$ cat src/rtl/freq_divider_pkg.sv
`default_nettype none
//------------------------------------------------------------------------------
// Module   : freq_divider_pkg
// Purpose  : Shared constants and types for the programmable stopwatch timebase
//            divider (default widths, reset ratio, common tick ratios).
// Ports    : none (package)
// Revision : 1.0 - initial release
//------------------------------------------------------------------------------
package freq_divider_pkg;

   localparam int          DIV_WIDTH_DEF   = 26;
   localparam int unsigned DIV_DEFAULT_DEF = 50_000_000;

   // Common ratios from a 50 MHz board clock.
   localparam int unsigned DIV_1KHZ  = 50_000;
   localparam int unsigned DIV_100HZ = 500_000;

   typedef logic [DIV_WIDTH_DEF-1:0] div_t;

endpackage
`default_nettype wire

$ cat src/rtl/div_counter.sv
`default_nettype none
//------------------------------------------------------------------------------
// Module   : div_counter
// Purpose  : Wrap counter and ratio latch for freq_divider_prog. Counts
//            0..n-1 while enabled and re-samples the requested ratio only on
//            wrap, so a ratio change never truncates a running period.
// Ports    : clk_i    - clock
//            rst_i    - synchronous active-high reset
//            en_i     - count enable
//            clear_i  - synchronous period restart (ratio kept)
//            div_i    - requested ratio
//            cnt_o    - registered counter value
//            wrap_o   - this edge ends the period (combinational)
//            half_o   - this edge ends the high half (FREQ_DIVIDER_DUTY50_EN only)
// Config   : FREQ_DIVIDER_DUTY50_EN adds half_o for the 50 % duty output.
// Revision : 1.0 - initial release
//------------------------------------------------------------------------------
module div_counter
   import freq_divider_pkg::*;
#(
   parameter int          DIV_WIDTH   = DIV_WIDTH_DEF,
   parameter int unsigned DIV_DEFAULT = DIV_DEFAULT_DEF
) (
   input  logic                 clk_i,
   input  logic                 rst_i,
   input  logic                 en_i,
   input  logic                 clear_i,
   input  logic [DIV_WIDTH-1:0] div_i,
   output logic [DIV_WIDTH-1:0] cnt_o,
   output logic                 wrap_o
`ifdef FREQ_DIVIDER_DUTY50_EN
   ,
   output logic                 half_o
`endif
);

   localparam logic [DIV_WIDTH-1:0] ONE     = DIV_WIDTH'(1);
   localparam logic [DIV_WIDTH-1:0] ZERO    = '0;
   localparam logic [DIV_WIDTH-1:0] RST_DIV = DIV_WIDTH'(DIV_DEFAULT);

   logic [DIV_WIDTH-1:0] cnt_q, cnt_d;
   logic [DIV_WIDTH-1:0] div_q, div_d;
   logic [DIV_WIDTH-1:0] n_w;
   logic                 wrap_w;

   // Ratios 0 and 1 both behave as divide-by-one.
   assign n_w    = (div_q > ONE) ? div_q : ONE;
   assign wrap_w = en_i && !clear_i && (cnt_q == n_w - ONE);

   always_comb begin
      cnt_d = cnt_q;
      div_d = div_q;
      if (clear_i) begin
         cnt_d = ZERO;
      end else if (wrap_w) begin
         cnt_d = ZERO;
         div_d = div_i;
      end else if (en_i) begin
         cnt_d = cnt_q + ONE;
      end
   end

   always_ff @(posedge clk_i) begin
      if (rst_i) begin
         cnt_q <= ZERO;
         div_q <= RST_DIV;
      end else begin
         cnt_q <= cnt_d;
         div_q <= div_d;
      end
   end

   assign cnt_o  = cnt_q;
   assign wrap_o = wrap_w;

`ifdef FREQ_DIVIDER_DUTY50_EN
   logic [DIV_WIDTH-1:0] half_w;

   // For n=1 half_w-1 is all ones, which cnt can never reach: output stays high.
   assign half_w = n_w >> 1;
   assign half_o = en_i && !clear_i && !wrap_w && (cnt_q == half_w - ONE);
`endif

endmodule
`default_nettype wire

$ cat src/rtl/freq_divider_prog.sv
`default_nettype none
//------------------------------------------------------------------------------
// Module   : freq_divider_prog
// Purpose  : Runtime-programmable, fully synchronous frequency divider for the
//            stopwatch timebase. Emits a one-cycle TICK clock enable per
//            period plus a divided CLK_OUT.
// Ports    : CLK     - clock
//            RST     - synchronous active-high reset
//            EN      - count enable (low: all state holds)
//            CLEAR   - synchronous restart of the current period
//            DIV     - requested ratio, taken at the next period boundary
//            TICK    - registered one-cycle pulse per period
//            CLK_OUT - divided output (square wave or copy of TICK)
//            COUNT   - current counter value
// Config   : FREQ_DIVIDER_DUTY50_EN - when defined CLK_OUT is a registered
//            ~50 % duty square wave; otherwise CLK_OUT is TICK.
// Revision : 1.0 - initial release
//------------------------------------------------------------------------------
module freq_divider_prog
   import freq_divider_pkg::*;
#(
   parameter int          DIV_WIDTH   = DIV_WIDTH_DEF,
   parameter int unsigned DIV_DEFAULT = DIV_DEFAULT_DEF
) (
   input  logic                 CLK,
   input  logic                 RST,
   input  logic                 EN,
   input  logic                 CLEAR,
   input  logic [DIV_WIDTH-1:0] DIV,
   output logic                 TICK,
   output logic                 CLK_OUT,
   output logic [DIV_WIDTH-1:0] COUNT
);

   logic wrap_w;
   logic tick_q;

`ifdef FREQ_DIVIDER_DUTY50_EN
   logic half_w;
   logic clk_out_q;
`endif

   div_counter #(
      .DIV_WIDTH   (DIV_WIDTH),
      .DIV_DEFAULT (DIV_DEFAULT)
   ) u_div_counter (
      .clk_i   (CLK),
      .rst_i   (RST),
      .en_i    (EN),
      .clear_i (CLEAR),
      .div_i   (DIV),
      .cnt_o   (COUNT),
      .wrap_o  (wrap_w)
`ifdef FREQ_DIVIDER_DUTY50_EN
      ,
      .half_o  (half_w)
`endif
   );

   // wrap_w is already false under CLEAR or EN=0, so TICK drops there too.
   always_ff @(posedge CLK) begin
      if (RST) begin
         tick_q <= 1'b0;
      end else begin
         tick_q <= wrap_w;
      end
   end

   assign TICK = tick_q;

`ifdef FREQ_DIVIDER_DUTY50_EN
   always_ff @(posedge CLK) begin
      if (RST || CLEAR) begin
         clk_out_q <= 1'b0;
      end else if (wrap_w) begin
         clk_out_q <= 1'b1;
      end else if (half_w) begin
         clk_out_q <= 1'b0;
      end
   end

   assign CLK_OUT = clk_out_q;
`else
   assign CLK_OUT = tick_q;
`endif

endmodule
`default_nettype wire

$ cat config.mk
export PLATFORM = sky130hd
export DESIGN_NAME = freq_divider_prog
export DESIGN_NICKNAME = d
export VERILOG_FILES = /design/src/rtl/freq_divider_pkg.sv /design/src/rtl/div_counter.sv /design/src/rtl/freq_divider_prog.sv
export SDC_FILE = /design/constraint.sdc
export NUM_CORES = 1
export LEC_CHECK = 0
export ABC_CLOCK_PERIOD_IN_PS = 10630
export CORE_ASPECT_RATIO = 1.1
export CORE_MARGIN = 4
export CORE_UTILIZATION = 30
export DETAILED_ROUTE_END_ITERATION = 16
export PLACE_DENSITY = 0.61
export SLEW_MARGIN = 20
export SYNTH_ARGS = -nofsm -noshare
export SYNTH_HDL_FRONTEND = slang
export SYNTH_SLANG_ARGS = --single-unit
$ cat constraint.sdc
create_clock -name CLK -period 10.63 [get_ports CLK]
set_clock_uncertainty 0.15 [all_clocks]
set_input_delay 2.6575 -clock CLK [delete_from_list [all_inputs] [get_ports CLK]]
set_output_delay 2.6575 -clock CLK [all_outputs]
set_load 0.01 [all_outputs]
==> out/qor.yml <==
syn_to_final_growth_pct: 24.8
finalHoldViolCount: 0
ant_nets: 0
io_pins: 58
slew_viol_final: 0
io_buffers: 57
cts_setup_buffers: 0
required_ns: 10.62
synth_commonest_cells: "nor2_1 (62), dfxtp_1 (53), xnor2_1 (27)"
synthMuxAreaShare_pct: 4.68
wl_per_cell_um: 14.8
fill_cells: 1092
total_power_uw: 393
drt_iter0_markers: 116
die_height_um: 117
hold_path_depth: 2
die_w_um: 107
drive_gt1_share_pct: 4.56
ir_drop_v: 0.0000768
cp_max_fo: 39
drt_first_pass_iters: 5
cts_buffers: 5
diodes: 0
drc_errors: 0
clk_pin_slew_worst_paths_ns: 0.07
hold_buffers: 0
synth_most_common_cell: "nor2_1"
clockRootBuffer: "clkbuf_16"
routed_wl_um: 8290
critPathArrivalTime_ns: 5.89
antenna_found_initial: 0
initial_core_util_pct: 30.7
grt_pass1_wl_um: 13900
setup_viol: 0
synth_nets: 403
synth_area_leader_cell: "dfxtp_1"
outcome: "finished, final reports clean"
period_needed_ns: 5.90
grt_pass1_vias: 2774
tightest_slew_ns: 0.808
core_area_um2: 10400
cp-end-kind: "flip-flop"
critPathKind: "in -> reg"
final_nets: 449
synth_top_family_by_area: "simple AND/OR/NAND/NOR gates"
rsz0062_at_grt: "false"
async_flop_share_pct: 0
synth-adder-area-share_pct: 0.779
synth_compound_area_share_pct: 12.6
viasPerCell: 5.04
route.vias.total: 2823
startpoint_type: "input pin"
ys_ff_latch: 53
post_dp_cell_area_um2: 3850
syn_area_um2: 3210
power.density_nw_per_um2: 98.1
synth_xor_area_share_pct: 14.5
rows: 39
die-area_um2: 12400
yosys_warnings: 0
setup_tns_ns: 0
gp_congestion: 0.824
post-route-period-util_pct: 55.5
synth-edff-count: 0
overflow: 0
max_freq_mhz: 170
clock_path_buffers: 2
slew_headroom_pct: 46.2
ctsResizeCount: 0
postLayoutCellArea_um2: 4010
synth_top_area_share_pct: 33.0
hold_class: "reg -> reg"
final_util_pct: 38.4
grtUsageTotal_pct: 13.7
synthCells: 371
reg2regPathDepth: 14
dp_hpwl_um: 6300
syn_avg_cell_area_um2: 8.65
p_leak_nw: 1.27
clk_latency_ns: 0.29
maxCapViolations: 0
clock-sinks: 53
htreeDepth: 2
grt_max_degree: 40
synthSimpleGateAreaFrac_pct: 29.6
cts_tree: "built"
synth-seq-area-share_pct: 33.0
ys.flop_type: "dfxtp_1"
synth_cell_types: 57
synthTopCellsByArea: "dfxtp_1 (33%), xnor2_1 (7.4%), nor2_1 (7.2%), xor2_1 (7.1%), mux2i_1 (4.7%)"
-- placed cells by master (no fill, tap or decap), drive strengths merged, types with 3 or more instances in the layout --
master and n:
o41ai 3, o21ai 5, dfxtp 53, a21oi 4, nor4b 3, o31ai 4
a211o 14, and3 5, or4b 3, nor3 8, nor2b 13, nand2 20
or3 4, clkdlybuf4s50 57, clkbuf 5, xor2 26, nand3 9, or4 7
and2 3, nand4 12, xnor2 27, inv 7, nor2 62, mux2i 15
nor4 10
-- where the power goes --
part,internal [mW],leakage [nW],switching [mW],total (mW)
clock,0.109,0.0797,0.0676,0.177
sequential,0.199,0.427,0.000565,0.199
combinational,0.0109,0.762,0.00587,0.0168
-- cells by family after synthesis --
group                      Yosys count
and+or+nand+nor                    169
xor gates and xnor gates            53
DFF                                 53
AOI/OAI and AO/OA                   52
buffers and inverters               27
muxes                               15
adders and majority gates            2
-- state kept, by name, indices dropped and copies added (netlist names) --
name                 count
CLK_OUT                  1
u_div_counter.div_q     26
u_div_counter.cnt_o     26
-- per-layer routing --
metal  vias up  global-route usage, %  routed length, µm
li1       1413                      -                  -
met1      1327                   17.3               3740
met2        69                   24.0               4070
met3        14                   2.49                363
met4         0                   4.35                112
met5         -                      0                  0
-- critical path, stage by stage --
cell and delay (ns):
clkdlybuf4s50_1 0.60, nor3b_1 0.29, o311ai_0 0.19, nor4_1 0.43
nand4_1 0.24, nor4_4 0.17, buf_4 0.44, or3_1 0.71
nor2_1 0.11
-- final cells by class --
cell class                 instances  area [µm²]  area share, %
multi-input combinational        291        1990           49.8
inverter                           7        26.3          0.656
clock inverter                     2        35.0          0.874
clock buffer                       5         125           3.12
tap                              143         179           4.47
timing repair buffer              59         586           14.6
sequential                        53        1060           26.5
-- final timing paths --
path                            slack [ns]                      end                    start
worst max-delay path                  4.73  u_div_counter.cnt_o[21]                       EN
worst min-delay path                  0.40   u_div_counter.div_q[1]   u_div_counter.div_q[1]
worst max register to register        5.52  u_div_counter.cnt_o[21]  u_div_counter.div_q[15]
worst min register to register        0.40   u_div_counter.div_q[1]   u_div_counter.div_q[1]
-- metrics by stage --
| step | hold slack (ns) | worst slack [ns] | instances |
|---|---|---|---|
| 6_report | 0.399 | 4.73 | 560 |
| 5_1_grt | 0.436 | 4.43 | 560 |
| 4_1_cts | 0.408 | 4.72 | 560 |
| 3_5_place_dp | 0.396 | 4.45 | 553 |
| 3_3_place_gp | 0.397 | 4.56 | 553 |
| 2_1_floorplan | 0.348 | 6.00 | 371 |
Power figures use the tool's default switching activity.
